--- config.mk ---
export PLATFORM = sky130hd
export DESIGN_NAME = bf_output_tx
export DESIGN_NICKNAME = d
export VERILOG_FILES = /design/src/rtl/bf_output_tx.sv
export SDC_FILE = /design/constraint.sdc
export NUM_CORES = 1
export LEC_CHECK = 0
export CAP_MARGIN = 5
export CORE_UTILIZATION = 40
export DETAILED_ROUTE_END_ITERATION = 8
export PLACE_DENSITY_LB_ADDON = 0.2
export REMOVE_ABC_BUFFERS = 1
export SYNTH_ARGS = -nofsm -noshare
export SYNTH_HDL_FRONTEND = slang
export SYNTH_SLANG_ARGS = --single-unit
--- constraint.sdc ---
create_clock -name clk -period 2.81 [get_ports clk]
set_input_delay 0.843 -clock clk [delete_from_list [all_inputs] [get_ports clk]]
set_output_delay 0.843 -clock clk [all_outputs]
set_load 0.05 [all_outputs]
--- src/rtl/bf_output_tx.sv ---
`default_nettype none
// ============================================================================
// Module   : bf_output_tx
// Purpose  : Output-side responder for the brainfuck CPU '.' instruction.
//            Accepts bytes from the CPU into a small FIFO, acknowledges each
//            accepted byte with a one-cycle step_req pulse, and serialises
//            the queued bytes as back-to-back 8N1 UART frames on tx.
// Revision : 1.0 - initial release
// ----------------------------------------------------------------------------
// Ports
//   clk        in   system clock
//   resetn     in   asynchronous active-low reset
//   flush      in   synchronous clear of FIFO and transmitter
//   out_valid  in   CPU presents out_byte (held until accepted)
//   out_byte   in   [7:0] byte to transmit
//   out_ready  out  FIFO not full (from registered count)
//   step_req   out  registered pulse, cycle after an accept
//   tx         out  UART serial line, idle high, registered
//   tx_busy    out  frame in progress or FIFO non-empty
//   fifo_count out  [$clog2(FIFO_DEPTH):0] FIFO occupancy
// ============================================================================
module bf_output_tx #(
    parameter int CLKS_PER_BIT = 104,
    parameter int FIFO_DEPTH   = 16
) (
    input  logic                          clk,
    input  logic                          resetn,
    input  logic                          flush,
    input  logic                          out_valid,
    input  logic [7:0]                    out_byte,
    output logic                          out_ready,
    output logic                          step_req,
    output logic                          tx,
    output logic                          tx_busy,
    output logic [$clog2(FIFO_DEPTH):0]   fifo_count
);

    localparam int PW = $clog2(FIFO_DEPTH);
    localparam int CW = PW + 1;
    localparam int BW = $clog2(CLKS_PER_BIT);

    localparam logic [BW-1:0] BAUD_LAST  = BW'(CLKS_PER_BIT - 1);
    localparam logic [CW-1:0] COUNT_FULL = CW'(FIFO_DEPTH);

    typedef enum logic [1:0] {
        S_IDLE  = 2'd0,
        S_START = 2'd1,
        S_DATA  = 2'd2,
        S_STOP  = 2'd3
    } state_t;

    state_t          state_q;
    logic [BW-1:0]   baud_q;
    logic [2:0]      bit_idx_q;
    logic [7:0]      shift_q;
    logic            tx_q;
    logic            step_req_q;

    logic [7:0]      mem_q [FIFO_DEPTH];
    logic [PW-1:0]   wr_ptr_q;
    logic [PW-1:0]   rd_ptr_q;
    logic [CW-1:0]   count_q;
    logic [CW-1:0]   count_d;

    logic            push;
    logic            pop;
    logic            baud_last;
    logic            fifo_nonempty;
    logic [7:0]      head;

    assign baud_last     = (baud_q == BAUD_LAST);
    assign fifo_nonempty = (count_q != '0);
    assign head          = mem_q[rd_ptr_q];

    // Readiness comes from the registered count only, so a same-cycle pop
    // can never open a slot for a push while full.
    assign out_ready = (count_q != COUNT_FULL);

    // flush dominates: no write and no acknowledge in a flush cycle.
    assign push = out_valid && out_ready && !flush;

    // Pop happens when idle, or on the last stop-bit cycle to chain the next
    // frame with no idle gap.
    assign pop = !flush && fifo_nonempty &&
                 ((state_q == S_IDLE) || ((state_q == S_STOP) && baud_last));

    assign count_d = count_q + CW'(push) - CW'(pop);

    // FIFO storage needs no reset; occupancy is tracked by the pointers.
    always_ff @(posedge clk) begin
        if (push) begin
            mem_q[wr_ptr_q] <= out_byte;
        end
    end

    always_ff @(posedge clk or negedge resetn) begin
        if (!resetn) begin
            wr_ptr_q   <= '0;
            rd_ptr_q   <= '0;
            count_q    <= '0;
            step_req_q <= 1'b0;
        end else if (flush) begin
            wr_ptr_q   <= '0;
            rd_ptr_q   <= '0;
            count_q    <= '0;
            step_req_q <= 1'b0;
        end else begin
            if (push) wr_ptr_q <= wr_ptr_q + 1'b1;
            if (pop)  rd_ptr_q <= rd_ptr_q + 1'b1;
            count_q    <= count_d;
            step_req_q <= push;
        end
    end

    // Transmit FSM; tx_q holds the line level for the coming cycle so the
    // pin is driven straight from a flop.
    always_ff @(posedge clk or negedge resetn) begin
        if (!resetn) begin
            state_q   <= S_IDLE;
            baud_q    <= '0;
            bit_idx_q <= '0;
            shift_q   <= '0;
            tx_q      <= 1'b1;
        end else if (flush) begin
            state_q   <= S_IDLE;
            baud_q    <= '0;
            bit_idx_q <= '0;
            tx_q      <= 1'b1;
        end else begin
            case (state_q)
                S_IDLE: begin
                    if (pop) begin
                        shift_q <= head;
                        baud_q  <= '0;
                        tx_q    <= 1'b0;
                        state_q <= S_START;
                    end
                end
                S_START: begin
                    if (baud_last) begin
                        baud_q    <= '0;
                        bit_idx_q <= '0;
                        tx_q      <= shift_q[0];
                        state_q   <= S_DATA;
                    end else begin
                        baud_q <= baud_q + 1'b1;
                    end
                end
                S_DATA: begin
                    if (baud_last) begin
                        baud_q <= '0;
                        if (bit_idx_q == 3'd7) begin
                            tx_q    <= 1'b1;
                            state_q <= S_STOP;
                        end else begin
                            bit_idx_q <= bit_idx_q + 1'b1;
                            shift_q   <= shift_q >> 1;
                            tx_q      <= shift_q[1];
                        end
                    end else begin
                        baud_q <= baud_q + 1'b1;
                    end
                end
                S_STOP: begin
                    if (baud_last) begin
                        baud_q <= '0;
                        if (pop) begin
                            shift_q <= head;
                            tx_q    <= 1'b0;
                            state_q <= S_START;
                        end else begin
                            state_q <= S_IDLE;
                        end
                    end else begin
                        baud_q <= baud_q + 1'b1;
                    end
                end
                default: begin
                    state_q <= S_IDLE;
                    tx_q    <= 1'b1;
                end
            endcase
        end
    end

    assign tx         = tx_q;
    assign step_req   = step_req_q;
    assign fifo_count = count_q;
    assign tx_busy    = (state_q != S_IDLE) || fifo_nonempty;

endmodule
`default_nettype wire

==> run_results.csv, run 1 <==
group,metric,value,unit
routing,totalWireLength,13880,um
timing,maximum_frequency_from_static_timing_analysis,371.2,MHz
routing,drt.antenna.violating_nets,0,
worst_setup_path,setup.worst_path.start_class,"flip-flop",
global_routing,total_track_usage,0.1688,
worst_setup_path,setup_cp_type,"flip-flop to output port",
logic_synthesis,cell_area_after_synthesis,7104,um^2
global_routing,globalRoute.totalOverflow,0,
cts,cts_bufs_inserted,17,
global_routing,grt_start_max_net_pins,36,
global_routing,grt_antenna_before_repair,0,
finish,multi_input_area,2200,um^2
pwr,share_comb_of_total_power,0.303,
pwr,share_clk_of_total_power,0.291,
timing,timing.clock.skew,12.28,ps
pwr,power.ir.vdd_worst,0.4658,mV
logic_synthesis,dominantRegCellSynth,"sky130_fd_sc_hd__edfxtp_1",
logic_synthesis,sequential_cell_area_fraction_in_the_yosys_report,0.6645,
logic_synthesis,postSynthRegisterBits,163,
routing,avgRoutedWirePerCell,19.15,um
min_path,min_path_type,"flip-flop to flip-flop",
finish,fraction_of_final_layout_cells_sized_beyond_drive_strength_1,0.2200,
pwr,swShare,0.3158,
pwr,power.share.sequential,0.405,
finish,layout-area-overhead-vs-synth,19.83,%
finish,fillers,1471,
timing,min_period_over_period,0.9587,
logic_synthesis,synth_enable_flop_cells,128,
cts,cts-hold-fix-buffers,0,
logic_synthesis,syn_inst,427,
pwr,total_power,7.223,mW
cts,clock_insertion_delay_worst_skew,420,ps
worst_setup_path,critical_path.endpoint_type,"output port",
routing,drt_first_iter_violations,254,
placement,numPortBuffers,20,
worst_setup_path,cp_data_arrival_time,1850,ps
cts,clock_path_buffers,2,
floorplan,core_area,17300,um^2
cts,clock_tree_root,"sky130_fd_sc_hd__clkbuf_16",
placement,hpwl_after_detailed_placement,9646,um
global_routing,grt_pass1_vias,4002,
finish,ff_latch_area,4722,um^2
timing,setup-violations-final,0,
pwr,power_report.internal_total,4.941,mW
cts,cts.clk_slew.worst_paths,70,ps
global_routing,global_route_wire_length_before_repair,22360,um
logic_synthesis,yosysWarningCount,0,
logic_synthesis,synth.avg_cell_area,16.64,um^2
timing,rsz0062_at_grt,"false",
placement,dp_slack,-387.8,ps
pwr,total_switching_power,2.281,mW
routing,detailroute.via_count,3823,
timing,final.min_clock_period,2694,ps
pwr,p_per_area,848.4,nW/um^2
timing,slew-limit-headroom,0.4148,
placement,finalWeightedCongestion,0.7947,
floorplan,die_w,135.3,um
timing,tightest_slew,871.1,ps
cts,h_tree_levels,4,
finish,share_of_the_core_filled_with_cells_in_the_final_layout,0.4922,
run_status,outcome,"finished, final reports clean",
routing,vias_per_cell,5.273,
floorplan,die_height,135.3,um
routing,iteration_count_of_the_initial_detailed_routing_pass,4,
finish,layout.nets,520,
floorplan,placement_rows,48,
flow_run,cap_violations,0,
worst_setup_path,critPathMaxFanout,7,
timing,layout_setup_ws,116.0,ps
floorplan,initial_utilization,0.4107,
timing,hold_viol_final,0,
logic_synthesis,async_reset_ff_frac,0.2147,
timing,timing_max_transition_violations_final,0,
pwr,static-leakage-power,3.058,nW
floorplan,die-area,18300,um^2
routing,residual_drc_count,0,
worst_setup_path,critPathRequiredTime,1970,ps
logic_synthesis,synth_cell_type_count,59,
cts,clock_sink_count,163,
floorplan,boundaryPins,21,
finish,num_antenna_cells,0,
cts,cts_tree,"yes",
[worst max-delay path: stages, from the launching register on]
cell and delay [ps]:
sky130_fd_sc_hd__dfrtp_1 400, sky130_fd_sc_hd__inv_1 90, sky130_fd_sc_hd__ha_2 190, sky130_fd_sc_hd__nor4b_4 260
sky130_fd_sc_hd__buf_6 160, sky130_fd_sc_hd__nand2_2 110, sky130_fd_sc_hd__buf_4 210
[cell usage after synthesis (all sizes together), types with 5 or more instances]
library cell,n,area (um^2)
edfxtp,128,3844
dfrtp,34,850.8
mux4,32,765.7
inv,22,82.58
nand2,20,77.58
nor2,20,75.07
and2,19,118.9
ha,19,237.7
a21oi,14,70.07
buf,13,93.83
a22oi,12,95.09
nand3,8,40.04
o21ai,8,40.04
xor2,7,61.31
mux2i,6,60.06
o32a,6,60.06
clkbuf,5,18.77
nor3,5,30.03
[stage by stage]
| stage | area [um^2] | hold WS, ps | TNS, ps | cells |
|---|---|---|---|---|
| 2_1_floorplan | 6992 | 470.2 | -480.9 | 409 |
| 3_3_place_gp | 7958 | 480.7 | -503.1 | 693 |
| 3_5_place_dp | 7958 | 486.6 | -630.9 | 693 |
| 4_1_cts | 8488 | 501.8 | 0 | 724 |
| 5_1_grt | 8513 | 517.8 | 0 | 725 |
| 6_report | 8513 | 497.1 | 0 | 725 |
[path summary, 6_finish.rpt]
path	from	end	slack [ps]	cells after the start
max	fifo_count[3]	tx_busy	120	6
min	shift_q[5]	shift_q[5]	500	1
max reg2reg	baud_q[0]	fifo_count[4]	170	14
min reg2reg	shift_q[5]	shift_q[5]	500	1
max in group asynchronous	resetn	rd_ptr_q[0]	1740	1
min in group asynchronous	resetn	state_q[1]	510	1
[cell families after synthesis]
family,share of synthesized area
muxes,0.1231
and+or+nand+nor,0.07309
adders and majority gates,0.03628
buffers and inverters,0.02747
DFF,0.6645
AOI/OAI and AO/OA,0.06200
xor gates and xnor gates,0.01356
[power groups by stage]
stage | clock network (mW) | logic, mW | registers, mW
after floorplan | 0 | 1.28 | 3.15
after CTS | 2.15 | 2.18 | 2.93
after global routing | 2.27 | 2.41 | 2.95
after global placement | 0 | 2.14 | 2.98
final | 2.11 | 2.19 | 2.93
after detailed placement | 0 | 2.17 | 2.98
[final cells by class]
class	count	area share
clock buffers	18	0.05041
clock inverters	13	0.01190
inverters	22	0.009700
multi-input cells	224	0.2584
flip-flops and latches	163	0.5547
well taps	225	0.03307
repair buffers	60	0.08186
[cells in the final DEF, fill, tap and decap left out, drive strengths merged, types with 3 or more instances in the layout]
master           n
a31oi            4
nor3             5
clkinv           5
a22oi           12
mux4            32
and2            19
ha              19
o21ai            8
nor2            20
inv             28
o32a             6
a21oi           14
clkbuf          18
dfrtp           34
xnor2            4
buf             43
mux2             4
xor2             7
a22o             3
nand2           20
nor3b            4
mux2i            6
edfxtp         128
nand3            8
clkdlybuf4s50   16
[sequential cells by signal, summed over array words and instances (netlist names), 2 cells and up]
register	flops
mem_q	128
state_q	2
fifo_count	5
rd_ptr_q	4
bit_idx_q	3
baud_q	7
wr_ptr_q	4
shift_q	8
[layer usage]
layer  global-route usage  vias to the layer above  wire length, um
met4              0.05056                        0              104
li1                     -                     1796                -
met2               0.2781                       63             6934
met1               0.2209                     1958             6299
met3              0.04153                        6              543
met5                    0                        -                0
[timing repair]
action                                  4_1_cts  5_1_grt
buffers inserted                              0        1
endpoints found under the setup margin        0        2
gates resized for setup                       0        6
(Power assumes the default switching activity.)
==> inputs of run 2 (changes only) <==
--- a/config.mk
+++ b/config.mk
@@ -7,7 +7,9 @@
 export LEC_CHECK = 0
 export CAP_MARGIN = 5
 export CORE_UTILIZATION = 40
+export CTS_CLUSTER_SIZE = 25
 export DETAILED_ROUTE_END_ITERATION = 8
+export GPL_ROUTABILITY_DRIVEN = 0
 export PLACE_DENSITY_LB_ADDON = 0.2
 export REMOVE_ABC_BUFFERS = 1
 export SYNTH_ARGS = -nofsm -noshare
==> results of run 2 <==
No change in the layout: final DEF, timing and power equal those of run 1.
